<file path="src/rtl/vga_plot_arbiter_pkg.sv">
// Shared game constants and the plot arbiter FSM state encoding.
package vga_plot_arbiter_pkg;

  localparam int unsigned SCREEN_W = 160;
  localparam int unsigned SCREEN_H = 120;

  localparam logic [2:0] BLACK = 3'b000;
  localparam logic [2:0] RED   = 3'b100;

  typedef enum logic [1:0] {
    StIdle,
    StGrant,
    StPlot,
    StDone
  } state_e;

endpackage

</file>
<file path="src/rtl/vga_plot_arbiter_if.sv">
// Requester bus plus VGA pixel-write port of the plot arbiter.
interface vga_plot_arbiter_if #(
  parameter int unsigned NUM_REQ = 3
) ();

  logic [NUM_REQ-1:0]   req;
  logic [8*NUM_REQ-1:0] req_x;
  logic [7*NUM_REQ-1:0] req_y;
  logic [4*NUM_REQ-1:0] req_w_m1;
  logic [4*NUM_REQ-1:0] req_h_m1;
  logic [3*NUM_REQ-1:0] req_colour;
  logic [NUM_REQ-1:0]   grant;
  logic [NUM_REQ-1:0]   done;
  logic                 busy;
  logic [7:0]           oX;
  logic [6:0]           oY;
  logic [2:0]           oColour;
  logic                 oPlot;

  // Requester / VGA-adapter side.
  modport master (
    output req, req_x, req_y, req_w_m1, req_h_m1, req_colour,
    input  grant, done, busy, oX, oY, oColour, oPlot
  );

  // Arbiter side.
  modport slave (
    input  req, req_x, req_y, req_w_m1, req_h_m1, req_colour,
    output grant, done, busy, oX, oY, oColour, oPlot
  );

endinterface

</file>
<file path="src/rtl/vga_plot_arbiter_rr_picker.sv">
// Combinational round-robin picker: first set request at or after the pointer, wrapping.
module vga_plot_arbiter_rr_picker #(
  parameter int unsigned NUM_REQ = 3,
  parameter int unsigned IDX_W   = 2
) (
  input  logic [NUM_REQ-1:0] i_req,
  input  logic [IDX_W-1:0]   i_rr_ptr,
  output logic               o_valid,
  output logic [IDX_W-1:0]   o_idx
);

  logic [IDX_W-1:0] w_cand;

  // Scan from farthest offset down so the nearest hit is written last and wins.
  always_comb begin
    o_valid = 1'b0;
    o_idx   = '0;
    w_cand  = '0;
    for (int unsigned i = 0; i < NUM_REQ; i++) begin
      w_cand = IDX_W'((32'(i_rr_ptr) + (NUM_REQ - 1 - i)) % NUM_REQ);
      if (i_req[w_cand]) begin
        o_valid = 1'b1;
        o_idx   = w_cand;
      end
    end
  end

endmodule

</file>
<file path="src/rtl/vga_plot_arbiter.sv">
// Round-robin arbiter sharing the VGA pixel port; walks the winner's rectangle one pixel per clock.
module vga_plot_arbiter
  import vga_plot_arbiter_pkg::*;
#(
  parameter int unsigned NUM_REQ         = 3,
  parameter int unsigned X_SCREEN_PIXELS = SCREEN_W,
  parameter int unsigned Y_SCREEN_PIXELS = SCREEN_H
) (
  input logic              iClock,
  input logic              reset,
  vga_plot_arbiter_if.slave bus
);

  localparam int unsigned IDX_W = $clog2(NUM_REQ);

  state_e             r_state, w_state_next;
  logic [IDX_W-1:0]   r_idx, w_idx_next;
  logic [IDX_W-1:0]   r_rr_ptr, w_rr_ptr_next;
  logic [7:0]         r_x, w_x_next;
  logic [6:0]         r_y, w_y_next;
  logic [3:0]         r_w_m1, w_w_m1_next;
  logic [3:0]         r_h_m1, w_h_m1_next;
  logic [2:0]         r_colour, w_colour_next;
  logic [3:0]         r_cx, w_cx_next;
  logic [3:0]         r_cy, w_cy_next;
  logic [NUM_REQ-1:0] r_grant, w_grant_next;
  logic [NUM_REQ-1:0] r_done, w_done_next;
  logic               r_busy, w_busy_next;
  logic [7:0]         r_ox, w_ox_next;
  logic [6:0]         r_oy, w_oy_next;
  logic [2:0]         r_ocolour, w_ocolour_next;
  logic               r_oplot, w_oplot_next;

  logic               w_pick_valid;
  logic [IDX_W-1:0]   w_pick_idx;
  logic [7:0]         w_sel_x;
  logic [6:0]         w_sel_y;
  logic [3:0]         w_sel_w_m1, w_sel_h_m1;
  logic [2:0]         w_sel_colour;
  logic [8:0]         w_px;
  logic [7:0]         w_py;

  vga_plot_arbiter_rr_picker #(
    .NUM_REQ (NUM_REQ),
    .IDX_W   (IDX_W)
  ) u_rr_picker (
    .i_req    (bus.req),
    .i_rr_ptr (r_rr_ptr),
    .o_valid  (w_pick_valid),
    .o_idx    (w_pick_idx)
  );

  always_comb begin
    w_sel_x      = '0;
    w_sel_y      = '0;
    w_sel_w_m1   = '0;
    w_sel_h_m1   = '0;
    w_sel_colour = '0;
    for (int unsigned i = 0; i < NUM_REQ; i++) begin
      if (w_pick_idx == IDX_W'(i)) begin
        w_sel_x      = bus.req_x[8*i +: 8];
        w_sel_y      = bus.req_y[7*i +: 7];
        w_sel_w_m1   = bus.req_w_m1[4*i +: 4];
        w_sel_h_m1   = bus.req_h_m1[4*i +: 4];
        w_sel_colour = bus.req_colour[3*i +: 3];
      end
    end
  end

  // Extra bit so off-screen sums are not wrapped back onto the screen.
  assign w_px = {1'b0, r_x} + {5'b0, r_cx};
  assign w_py = {1'b0, r_y} + {4'b0, r_cy};

  always_comb begin
    w_state_next   = r_state;
    w_idx_next     = r_idx;
    w_rr_ptr_next  = r_rr_ptr;
    w_x_next       = r_x;
    w_y_next       = r_y;
    w_w_m1_next    = r_w_m1;
    w_h_m1_next    = r_h_m1;
    w_colour_next  = r_colour;
    w_cx_next      = r_cx;
    w_cy_next      = r_cy;
    w_grant_next   = r_grant;
    w_done_next    = '0;
    w_ox_next      = r_ox;
    w_oy_next      = r_oy;
    w_ocolour_next = r_ocolour;
    w_oplot_next   = 1'b0;
    unique case (r_state)
      StIdle: begin
        if (w_pick_valid) begin
          w_idx_next    = w_pick_idx;
          w_x_next      = w_sel_x;
          w_y_next      = w_sel_y;
          w_w_m1_next   = w_sel_w_m1;
          w_h_m1_next   = w_sel_h_m1;
          w_colour_next = w_sel_colour;
          w_grant_next  = NUM_REQ'(1) << w_pick_idx;
          w_state_next  = StGrant;
        end
      end
      StGrant: begin
        w_cx_next    = '0;
        w_cy_next    = '0;
        w_state_next = StPlot;
      end
      StPlot: begin
        w_ox_next      = w_px[7:0];
        w_oy_next      = w_py[6:0];
        w_ocolour_next = r_colour;
        w_oplot_next   = (32'(w_px) < X_SCREEN_PIXELS) && (32'(w_py) < Y_SCREEN_PIXELS);
        if (r_cx == r_w_m1) begin
          w_cx_next = '0;
          if (r_cy == r_h_m1) begin
            w_state_next = StDone;
          end else begin
            w_cy_next = r_cy + 4'd1;
          end
        end else begin
          w_cx_next = r_cx + 4'd1;
        end
      end
      StDone: begin
        w_done_next   = NUM_REQ'(1) << r_idx;
        w_grant_next  = '0;
        w_rr_ptr_next = (r_idx == IDX_W'(NUM_REQ - 1)) ? '0 : r_idx + 1'b1;
        w_state_next  = StIdle;
      end
      default: w_state_next = StIdle;
    endcase
    w_busy_next = (w_state_next != StIdle);
  end

  always_ff @(posedge iClock) begin
    if (!reset) begin
      r_state   <= StIdle;
      r_idx     <= '0;
      r_rr_ptr  <= '0;
      r_x       <= '0;
      r_y       <= '0;
      r_w_m1    <= '0;
      r_h_m1    <= '0;
      r_colour  <= '0;
      r_cx      <= '0;
      r_cy      <= '0;
      r_grant   <= '0;
      r_done    <= '0;
      r_busy    <= 1'b0;
      r_ox      <= '0;
      r_oy      <= '0;
      r_ocolour <= '0;
      r_oplot   <= 1'b0;
    end else begin
      r_state   <= w_state_next;
      r_idx     <= w_idx_next;
      r_rr_ptr  <= w_rr_ptr_next;
      r_x       <= w_x_next;
      r_y       <= w_y_next;
      r_w_m1    <= w_w_m1_next;
      r_h_m1    <= w_h_m1_next;
      r_colour  <= w_colour_next;
      r_cx      <= w_cx_next;
      r_cy      <= w_cy_next;
      r_grant   <= w_grant_next;
      r_done    <= w_done_next;
      r_busy    <= w_busy_next;
      r_ox      <= w_ox_next;
      r_oy      <= w_oy_next;
      r_ocolour <= w_ocolour_next;
      r_oplot   <= w_oplot_next;
    end
  end

  assign bus.grant   = r_grant;
  assign bus.done    = r_done;
  assign bus.busy    = r_busy;
  assign bus.oX      = r_ox;
  assign bus.oY      = r_oy;
  assign bus.oColour = r_ocolour;
  assign bus.oPlot   = r_oplot;

endmodule

</file>
<file path="src/flat_wrapper.sv">
// flat-port wrapper written by rule: the top's interface ports become plain ports
module vga_plot_arbiter_flat import vga_plot_arbiter_pkg::*;
#(
  parameter int unsigned NUM_REQ         = 3,
  parameter int unsigned X_SCREEN_PIXELS = SCREEN_W,
  parameter int unsigned Y_SCREEN_PIXELS = SCREEN_H
)
  (iClock, reset, bus_req, bus_req_x, bus_req_y, bus_req_w_m1, bus_req_h_m1, bus_req_colour, bus_grant, bus_done, bus_busy, bus_oX, bus_oY, bus_oColour, bus_oPlot);
  vga_plot_arbiter_if #(.NUM_REQ(NUM_REQ)) bus_i ();
  input logic iClock;
  input logic reset;
  input wire logic [$bits(bus_i.req)-1:0] bus_req;
  input wire logic [$bits(bus_i.req_x)-1:0] bus_req_x;
  input wire logic [$bits(bus_i.req_y)-1:0] bus_req_y;
  input wire logic [$bits(bus_i.req_w_m1)-1:0] bus_req_w_m1;
  input wire logic [$bits(bus_i.req_h_m1)-1:0] bus_req_h_m1;
  input wire logic [$bits(bus_i.req_colour)-1:0] bus_req_colour;
  output wire logic [$bits(bus_i.grant)-1:0] bus_grant;
  output wire logic [$bits(bus_i.done)-1:0] bus_done;
  output wire logic [$bits(bus_i.busy)-1:0] bus_busy;
  output wire logic [$bits(bus_i.oX)-1:0] bus_oX;
  output wire logic [$bits(bus_i.oY)-1:0] bus_oY;
  output wire logic [$bits(bus_i.oColour)-1:0] bus_oColour;
  output wire logic [$bits(bus_i.oPlot)-1:0] bus_oPlot;
  assign bus_i.req = bus_req;
  assign bus_i.req_x = bus_req_x;
  assign bus_i.req_y = bus_req_y;
  assign bus_i.req_w_m1 = bus_req_w_m1;
  assign bus_i.req_h_m1 = bus_req_h_m1;
  assign bus_i.req_colour = bus_req_colour;
  assign bus_grant = bus_i.grant;
  assign bus_done = bus_i.done;
  assign bus_busy = bus_i.busy;
  assign bus_oX = bus_i.oX;
  assign bus_oY = bus_i.oY;
  assign bus_oColour = bus_i.oColour;
  assign bus_oPlot = bus_i.oPlot;
  vga_plot_arbiter #(.NUM_REQ(NUM_REQ), .X_SCREEN_PIXELS(X_SCREEN_PIXELS), .Y_SCREEN_PIXELS(Y_SCREEN_PIXELS)) u_core (.iClock(iClock), .reset(reset), .bus(bus_i));
endmodule
</file>
<file path="config.mk">
export PLATFORM = sky130hd
export DESIGN_NAME = vga_plot_arbiter_flat
export DESIGN_NICKNAME = d
export VERILOG_FILES = /design/src/rtl/vga_plot_arbiter_pkg.sv /design/src/rtl/vga_plot_arbiter_if.sv /design/src/rtl/vga_plot_arbiter_rr_picker.sv /design/src/rtl/vga_plot_arbiter.sv /design/src/flat_wrapper.sv
export SDC_FILE = /design/constraint.sdc
export NUM_CORES = 1
export LEC_CHECK = 0
export ABC_CLOCK_PERIOD_IN_PS = 2000
export BUFFER_PORTS_ARGS = -buffer_cell sky130_fd_sc_hd__buf_2
export CAP_MARGIN = 0
export CORE_AREA = 2 2 105 107
export CTS_CLUSTER_DIAMETER = 100
export CTS_CLUSTER_SIZE = 8
export DETAILED_ROUTE_END_ITERATION = 16
export DIE_AREA = 0 0 107 109
export SKIP_LAST_GASP = 1
export SYNTH_ARGS = -nofsm -noshare
export SYNTH_HDL_FRONTEND = slang
export SYNTH_SLANG_ARGS = --single-unit
</file>
<file path="constraint.sdc">
create_clock -name iClock -period 2 [get_ports iClock]
set_input_delay 0.3 -clock iClock [delete_from_list [all_inputs] [get_ports iClock]]
set_output_delay 0.3 -clock iClock [all_outputs]
set_load 0.05 [all_outputs]
</file>
==> results.txt, run 1 <==
- Fraction of registers with async set/reset: 0%
- CTS tree: yes
* Total clock sinks: 66
- Detailed-route wire length per cell: 16.1 um
- Number of global-route vias before repair: 3617
* Fmax: 474 MHz
- Count of flip-flops with a built-in enable after synthesis: 0
* Clk network pwr share: 19.5%
* Startpoint types: flip-flop
- The critical path runs through a total of 8 cells.
* DRC viols: 0
- The worst hold path begins at reset.
* Switching Fraction: 41.0%
- Setup violations remaining at the end of the flow were counted as 24.
- Buffer and inverter count on the worst path: 2
- Number of cells on the worst reg-to-reg path: 8
* Slowest library cell on the worst path: sky130_fd_sc_hd__or4_4
- The root buffer cell chosen for the clock tree is sky130_fd_sc_hd__clkbuf_8.
- Combinational cells account for 49.2% of the total power.
* Core Box Area: 10600 sq um
- The flow ran to the end, but the final reports show violations.
- By area the synthesized netlist is led by sky130_fd_sc_hd__dfxtp_1 34%, sky130_fd_sc_hd__nor2_1 7.8%, sky130_fd_sc_hd__a221oi_1 6.4%, sky130_fd_sc_hd__ha_1 6.2%, sky130_fd_sc_hd__nand3_1 4.0%.
* Row count: 38
- Routed Antenna Nets: 0
- The worst path uses 105% of the clock period.
- Commonest cells after routing, fill and taps aside: 108 x sky130_fd_sc_hd__buf_2, 80 x sky130_fd_sc_hd__nor2_1, 62 x sky130_fd_sc_hd__dfxtp_1, 36 x sky130_fd_sc_hd__nand2_1, 31 x sky130_fd_sc_hd__nand3_1
- The total overflow left after global routing is 0.
- Min-Delay Path Class: in2reg
- Measured slew at the worst slew-check pin: 0.364 ns
- Number of antenna violations at the first check in global routing: 0
- Final setup skew: 0.00727 ns
- From synthesis to final layout, the design area changed by 43.6%.
- Measured along the x axis, the die boundary spans 107 um.
* Share of cells above drive strength 1: 38.9%
- PnR worst setup slack: -0.108 ns
- Last weighted congestion value of the routability-driven placer: 0.811
- By startpoint and endpoint, the worst setup path is classified as reg2reg.
- Vias after detailed routing: 4025
- Top_reg_cell synth: sky130_fd_sc_hd__dfxtp_1
* NumNets Final: 702
- The worst setup path is captured at a flip-flop.
- Seq cells post-synth: 66
- Number of distinct library cells after synthesis: 53
- The startpoint identified for the worst register-to-register timing path is u_core.r_rr_ptr[0].
- For this block, the routed nets add up to 11.9 mm of wire.
- Time the final worst path needs with I/O delays and setup: 2.11 ns
* IO Count: 109
- Initial core utilization: 36.2%
* First-pass DRT Iterations: 4
- Internal power contribution: 3.57 mW
* Largest net degree at the start of global routing: 30
- Largest voltage drop on the vdd net: 0.506 mV
- The worst hold path terminates at u_core.bus.oX[5].
- Die area: 11700 sq um
* Switching component of the power: 2.48 mW
* Worst EP arrival: 2.39 ns
* Number of diodes added for antenna fixing: 0
* Post-Syn Instances: 471
- Along the worst hold path, the cell count comes to 3.
- Detailed-route vias per instance: 5.42
* Maximum fanout encountered on the critical timing path: 7
* Critical path required time: 2.28 ns
- Detail Placement HPWL: 8.38 mm
* Sequential share of power: 31.3%
* Average size of a mapped cell: 8.15 sq um
- Across all register-to-register paths, the minimum setup slack is -0.11 ns.
* Number of nets in the synthesized netlist: 575
* Max capacitance violation total: 0
- Of the post-synthesis cell area, the dominant cell type holds 34.4%.
* Slew margin rel.: 75.7%
- Buffers from clock root to sink, at most: 2
* Leading cell type in the layout, fill and taps excluded: sky130_fd_sc_hd__buf_2
- Dividing total power by cell area gives a power density of 1100 nW/um^2.
- The final number of hold-violating endpoints is 0.
* Summed instance area of the synthesized netlist: 3840 sq um
- Post-Place Cell Area: 4760 sq um
* Number of buffers inserted during clock tree synthesis: 9
- Summing all non-filler instances in the final layout gives an area of 5510 sq um.
- P_leak: 2.37 nW
- Worst R2R End: u_core.bus.grant[1]
- Global routing used 19.3% of the available tracks across all layers.
- Number of hold buffers added after CTS: 0
- Summing the sequential cell areas from Yosys gives 34.4% of the chip area.
* CP top delay family: compound AO/OA/AOI/OAI gates
- Stage delay of the slowest cell on the critical path: 0.41 ns
- At the later pin of the worst-skew pair, clock insertion delay measures 0.35 ns.
- First-pass GRT wire length: 17.5 mm
- After the first detailed-routing iteration, the DRC count stood at 278.
- Total power consumption of the routed design: 6.05 mW
* Vert. Die Dim: 109 um
- Summed over all instances, the cell type with the most area after synthesis is sky130_fd_sc_hd__dfxtp_1.
- The count of buffers added on input and output ports is 108.
- Clock edge transition at the registers on the reported setup and hold paths: 0.07 ns
- H-tree depth reported by CTS: 3
- During synthesis, Yosys emitted a total of 0 warnings.
- Number of max-slew violations in the final report: 0
- Setup repair after global routing could not meet its margin everywhere.
* Cell-by-cell trace of the critical path: inv_4 -> ha_4 -> nor3b_4 -> o21ai_2 -> a211o_4 -> buf_12 -> or4_4 -> a21oi_2
- The final reports fail on setup timing.
-- Yosys cell counts (2+ instances only) --
| library cell | count |
|---|---|
| sky130_fd_sc_hd__a211oi_1 | 8 |
| sky130_fd_sc_hd__a21o_1 | 2 |
| sky130_fd_sc_hd__a21oi_1 | 16 |
| sky130_fd_sc_hd__a221oi_1 | 28 |
| sky130_fd_sc_hd__a31oi_1 | 5 |
| sky130_fd_sc_hd__and2_1 | 3 |
| sky130_fd_sc_hd__and3_1 | 3 |
| sky130_fd_sc_hd__buf_1 | 2 |
| sky130_fd_sc_hd__buf_2 | 10 |
| sky130_fd_sc_hd__buf_6 | 2 |
| sky130_fd_sc_hd__clkbuf_1 | 19 |
| sky130_fd_sc_hd__dfxtp_1 | 66 |
| sky130_fd_sc_hd__fa_1 | 2 |
| sky130_fd_sc_hd__ha_1 | 19 |
| sky130_fd_sc_hd__inv_1 | 16 |
| sky130_fd_sc_hd__mux2_2 | 2 |
| sky130_fd_sc_hd__mux2i_1 | 14 |
| sky130_fd_sc_hd__nand2_1 | 37 |
| sky130_fd_sc_hd__nand2b_1 | 8 |
| sky130_fd_sc_hd__nand3_1 | 31 |
| sky130_fd_sc_hd__nand3b_1 | 5 |
| sky130_fd_sc_hd__nand4_1 | 3 |
| sky130_fd_sc_hd__nand4b_1 | 2 |
| sky130_fd_sc_hd__nor2_1 | 80 |
| sky130_fd_sc_hd__nor2b_1 | 4 |
| sky130_fd_sc_hd__nor3_1 | 2 |
| sky130_fd_sc_hd__nor3b_1 | 5 |
| sky130_fd_sc_hd__o21ai_0 | 8 |
| sky130_fd_sc_hd__o22ai_1 | 3 |
| sky130_fd_sc_hd__o31ai_1 | 20 |
| sky130_fd_sc_hd__o32ai_1 | 6 |
| sky130_fd_sc_hd__or2_2 | 2 |
| sky130_fd_sc_hd__xnor2_1 | 13 |
| sky130_fd_sc_hd__xor2_1 | 6 |
-- through the flow --
| step | setup WS (ns) | utilization (%) | TNS [ns] | instances | hold WS [ns] |
|---|---|---|---|---|---|
| 2_1_floorplan | -0.0270 | - | -0.0783 | 471 | 0.435 |
| 3_3_place_gp | -0.0263 | 44.9 | -0.0263 | 717 | 0.456 |
| 3_5_place_dp | -0.137 | 44.9 | -0.586 | 717 | 0.459 |
| 4_1_cts | -0.0941 | 47.1 | -0.165 | 732 | 0.222 |
| 5_1_grt | -0.178 | 52.0 | -3.72 | 742 | 0.243 |
| 6_report | -0.108 | 52.0 | -1.22 | 742 | 0.238 |
-- state kept, by name, indices dropped and copies added, names as in the netlist --
register	cells
u_core.r_w_m1	4
u_core.r_idx	2
u_core.bus.oX	8
u_core.bus.done	3
u_core.bus.grant	3
u_core.bus.oColour	3
u_core.r_h_m1	4
u_core.bus.oPlot	1
u_core.r_cx	4
u_core.r_rr_ptr	2
u_core.bus.oY	7
u_core.r_x	8
u_core.bus.busy	1
u_core.r_cy	4
u_core.r_state	2
u_core.r_colour	3
u_core.r_y	7
-- cell families (layout without fill, tap and decap cells) --
group | count (synthesis) | after routing | share of synthesized area [%]
and+or+nand+nor | 192 | 192 | 23.3
AOI/OAI and AO/OA | 108 | 108 | 21.0
DFF | 66 | 66 | 34.4
buffers and inverters | 49 | 180 | 5.51
adders and majority gates | 21 | 21 | 7.23
xor gates and xnor gates | 19 | 19 | 4.33
muxes | 16 | 16 | 4.24
-- per-layer routing --
metal	routed length [um]	track usage, %	up-vias
met2	5290	29.4	152
met3	657	3.47	22
met1	5720	26.8	1883
li1	-	-	1968
met4	280	8.26	0
met5	0	0	-
-- power by group through the flow --
stage / Combinational (mW) / Sequential [mW] / Clock, mW
floorplan: 1.45 / 2.19 / 0
global placement: 2.52 / 1.91 / 0
detailed placement: 2.54 / 1.92 / 0
CTS: 2.57 / 1.89 / 1.20
global route: 3.20 / 1.93 / 1.25
finish: 2.98 / 1.89 / 1.18
-- worst reg2reg max path: cells and delay by family, from the launching register on --
family                     cells  cell delay, ns
adders and majority gates      1            0.24
and+or+nand+nor                2            0.60
buffers and inverters          2            0.21
AOI/OAI and AO/OA              3            0.61
DFF                            1            0.39
-- final cells by class --
| cell class | instances | area (sq um) |
|---|---|---|
| Fill cell | 973 | 5090 |
| Multi-Input combinational cell | 356 | 2760 |
| Sequential cell | 66 | 1330 |
| Timing Repair Buffer | 149 | 977 |
| Tap cell | 140 | 175 |
| Clock buffer | 13 | 169 |
| Inverter | 16 | 62.6 |
| Clock inverter | 2 | 35.0 |
-- how the worst max path moves through the flow --
stage | to | slack, ns | startpoint
finish | u_core.bus.grant[1] | -0.11 | u_core.r_rr_ptr[0]
global route | u_core.bus.grant[1] | -0.18 | u_core.r_rr_ptr[0]
CTS | u_core.bus.grant[1] | -0.09 | u_core.r_rr_ptr[0]
detailed placement | u_core.bus.grant[1] | -0.14 | u_core.r_rr_ptr[1]
global placement | u_core.bus.grant[1] | -0.03 | u_core.r_rr_ptr[1]
floorplan | u_core.r_y[5] | -0.03 | u_core.r_rr_ptr[1]
-- timing repair --
action                                  4_1_cts  5_1_grt
buffers inserted                              0        8
gates resized for setup                       5       72
pin swaps                                     0       18
endpoints found under the setup margin       24       36
gates cloned                                  0        2
No activity file was read; power rests on OpenSTA's default activity.
==> run 2, diff against run 1 <==
- PLACE_DENSITY_LB_ADDON: unset -> 0.08
==> run 2 against run 1 <==
- the flow still finishes with violations (setup timing)
- register-to-register slack about the same
- utilization increased by 0.84 points
- first-iteration DRC count decreased by 22%
- via count decreased by 3.0%
- flip-flop and latch count unchanged
- cell area increased by 1.6%
- final cell count increased by 0.94%
- largest power group unchanged
==> results.txt, run 2 (synthesis gave the netlist of run 1 again) <==
- Run status: finished, violations left (unchanged)
- Violations in the final reports: setup timing (unchanged)
* Worst EP arrival: 2.34 ns (was 2.39 ns)
- The overall die area came to 11700 sq um (unchanged).
- Critical path required time: 2.23 ns (was 2.28 ns)
- Stage delay of the slowest cell on the critical path: 0.39 ns (was 0.41 ns)
- The start point of the worst min-delay path is bus_req_y[20] (was reset).
- The initial antenna violation count came to 0 (unchanged).
* Row count: 38 (unchanged)
- Share of cells above drive strength 1: 39.1% (was 38.9%)
- Relative area change from synthesis to final layout: 45.9% (was 43.6%)
* Commonest cells after routing, fill and taps aside: 108 x sky130_fd_sc_hd__buf_2, 80 x sky130_fd_sc_hd__nor2_1, 63 x sky130_fd_sc_hd__dfxtp_1, 37 x sky130_fd_sc_hd__nand2_1, 33 x sky130_fd_sc_hd__buf_4 (was 108 x sky130_fd_sc_hd__buf_2, 80 x sky130_fd_sc_hd__nor2_1, 62 x sky130_fd_sc_hd__dfxtp_1, 36 x sky130_fd_sc_hd__nand2_1, 31 x sky130_fd_sc_hd__nand3_1)
- The actual slew at the worst max-slew pin is 0.370 ns (was 0.364 ns).
- Initial core utilization: 36.2% (unchanged)
- The cell count along the critical path came to 9 (was 8).
- CP top delay family: compound AO/OA/AOI/OAI gates (unchanged)
- Number of diodes added for antenna fixing: 0 (unchanged)
- Worst slack at placement: -0.115 ns (was -0.137 ns)
- Vias after detailed routing: 3904 (was 4025)
- H-tree depth reported by CTS: 3 (unchanged)
* Number of buffers inserted during clock tree synthesis: 9 (unchanged)
- The combined global-route utilization of all metal layers was 21.5% (was 19.3%).
- Final setup violating endpoints: 27 (was 24)
- First-pass GRT wire length: 19.4 mm (was 17.5 mm)
- The category of the critical setup timing path is reg2reg (unchanged).
- The number of primary I/O pins was 109 (unchanged).
- The vertical die dimension was 109 um (unchanged).
- The placed cell count is 721 (was 717).
- The final number of hold-violating endpoints is 0 (unchanged).
- The count of non-filler cells in the finished layout came to 749 (was 742).
- Last weighted congestion value of the routability-driven placer: 0.822 (was 0.811)
* Slowest library cell on the worst path: sky130_fd_sc_hd__a211o_4 (was sky130_fd_sc_hd__or4_4)
- The overall power of the completed layout was 6.30 mW (was 6.05 mW).
- The relative max-transition margin is 75.3% (was 75.7%).
- The routed wire length per instance is 17.1 um (was 16.1 um).
- NumNets Final: 708 (was 702)
- The areal power density over the cells came to 1130 nW/um^2 (was 1100 nW/um^2).
- The CTS sink count was 66 (unchanged).
* DRC viols: 0 (unchanged)
- The remaining number of nets flagged by the antenna check after routing was 0 (unchanged).
- Startpoint types: flip-flop (unchanged)
- The clock network latency to the later pin of the worst-skew pair came to 0.36 ns (was 0.35 ns).
- Number of global-route vias before repair: 3831 (was 3617)
- The startpoint of the worst-slack reg-to-reg timing path is u_core.r_rr_ptr[0] (unchanged).
* Starting DRT DRC Count: 217 (was 278)
* Final worst-path cycle share: 105% (about the same)
- Final setup skew: 0.0118 ns (was 0.00727 ns)
* Buffers from clock root to sink, at most: 2 (unchanged)
- Clock edge transition at the registers on the reported setup and hold paths: 0.08 ns (was 0.07 ns)
- Share of the core filled with cells in the final layout: 52.8% (was 52.0%)
- The largest fanout of any net on the critical path was 5 (was 7).
- Fmax: 474 MHz (about the same)
- Core Box Area: 10600 sq um (unchanged)
- Detailed-route vias per instance: 5.21 (was 5.42)
* Root buffer cell: sky130_fd_sc_hd__clkbuf_8 (unchanged)
- Max capacitance violation total: 0 (unchanged)
* Detail Placement HPWL: 8.76 mm (was 8.38 mm)
- Leading cell type in the layout, fill and taps excluded: sky130_fd_sc_hd__buf_2 (unchanged)
- Routed Wire Length: 12.8 mm (was 11.9 mm)
- Hold Path Cell Cnt: 3 (unchanged)
* Count of buffers inserted at the top-level ports: 108 (unchanged)
- The start point of the critical path was u_core.r_rr_ptr[0] (unchanged).
- GR Overflow Total: 0 (unchanged)
- Floorplan die width: 107 um (unchanged)
- The clock period minus worst slack is 2.11 ns (about the same).
- The total count of max-transition violations in the final report is 0 (unchanged).
- Number of cells on the worst reg-to-reg path: 9 (was 8)
* PnR worst setup slack: -0.109 ns (was -0.108 ns)
- The CTS tree is yes (unchanged).
* Unrepaired setup endpoints after global routing: yes (unchanged)
- The buffering stage count on the worst path with inverters included came to 3 (was 2).
- The path category of the worst min-delay check is in2reg (unchanged).
- Largest net degree at the start of global routing: 27 (was 30)
- Aggregate negative setup slack: -1.72 ns (was -1.22 ns)
- The length of the first detailed-routing pass in iterations was 4 (unchanged).
* Largest voltage drop on the vdd net: 0.435 mV (was 0.506 mV)
* P_leak: 2.41 nW (was 2.37 nW)
* Capturing element type of the critical path: flip-flop (unchanged)
- Cell-by-cell trace of the critical path: inv_4 -> ha_4 -> nor3b_4 -> o21ai_2 -> a211o_4 -> buf_12 -> buf_16 -> a221oi_4 -> o31ai_1 (was inv_4 -> ha_4 -> nor3b_4 -> o21ai_2 -> a211o_4 -> buf_12 -> or4_4 -> a21oi_2).
==> run 2: worst paths after layout <==
kind | endpoint | slack (ns)
worst max-delay path | u_core.r_h_m1[2] | -0.11
worst min-delay path | u_core.r_y[6] | 0.25
worst max register to register | u_core.r_h_m1[2] | -0.11
worst min register to register | u_core.r_colour[2] | 0.48
==> run 2: area by class of cell <==
type                            count  area (sq um)
Fill cell                        1015          5000
Clock inverter                      4          72.6
Tap cell                          140           175
Clock buffer                       12           165
Sequential cell                    66          1330
Timing Repair Buffer              155          1050
Multi-Input combinational cell    356          2750
Inverter                           16          62.6
==> run 2: where the power goes <==
group	switching [mW]	internal, mW	leakage, nW
clock network	0.546	0.802	0.119
logic	1.77	1.28	1.75
registers	0.260	1.64	0.541
total	2.58	3.73	2.41
==> run 2: per-layer routing <==
layer | wire, um | track usage, % | vias up
li1 | - | - | 1964
met1 | 6120 | 29.2 | 1810
met2 | 5880 | 34.5 | 115
met3 | 659 | 4.30 | 15
met4 | 144 | 6.68 | 0
met5 | 0 | 0 | -
==> run 2: worst reg2reg max path, stage by stage (launching register included) <==
cell                       delay (ns)
sky130_fd_sc_hd__dfxtp_4         0.38
sky130_fd_sc_hd__inv_4           0.04
sky130_fd_sc_hd__ha_4            0.24
sky130_fd_sc_hd__nor3b_4         0.20
sky130_fd_sc_hd__o21ai_2         0.09
sky130_fd_sc_hd__a211o_4         0.39
sky130_fd_sc_hd__buf_12          0.16
sky130_fd_sc_hd__buf_16          0.14
sky130_fd_sc_hd__a221oi_4        0.26
sky130_fd_sc_hd__o31ai_1         0.10
==> run 2: stage by stage <==
stage | cell area [sq um] | hold slack [ns]
after floorplan | 3920 | 0.435
after global placement | 4770 | 0.463
after detailed placement | 4770 | 0.462
after CTS | 5350 | 0.231
after global routing | 5600 | 0.247
final | 5600 | 0.253
==> run 2: what timing repair did <==
action,CTS,global route
pin swaps,36,13
endpoints found under the setup margin,27,35
buffers inserted,8,1
hold buffers,0,0
resized for setup,37,41
gates cloned,3,0
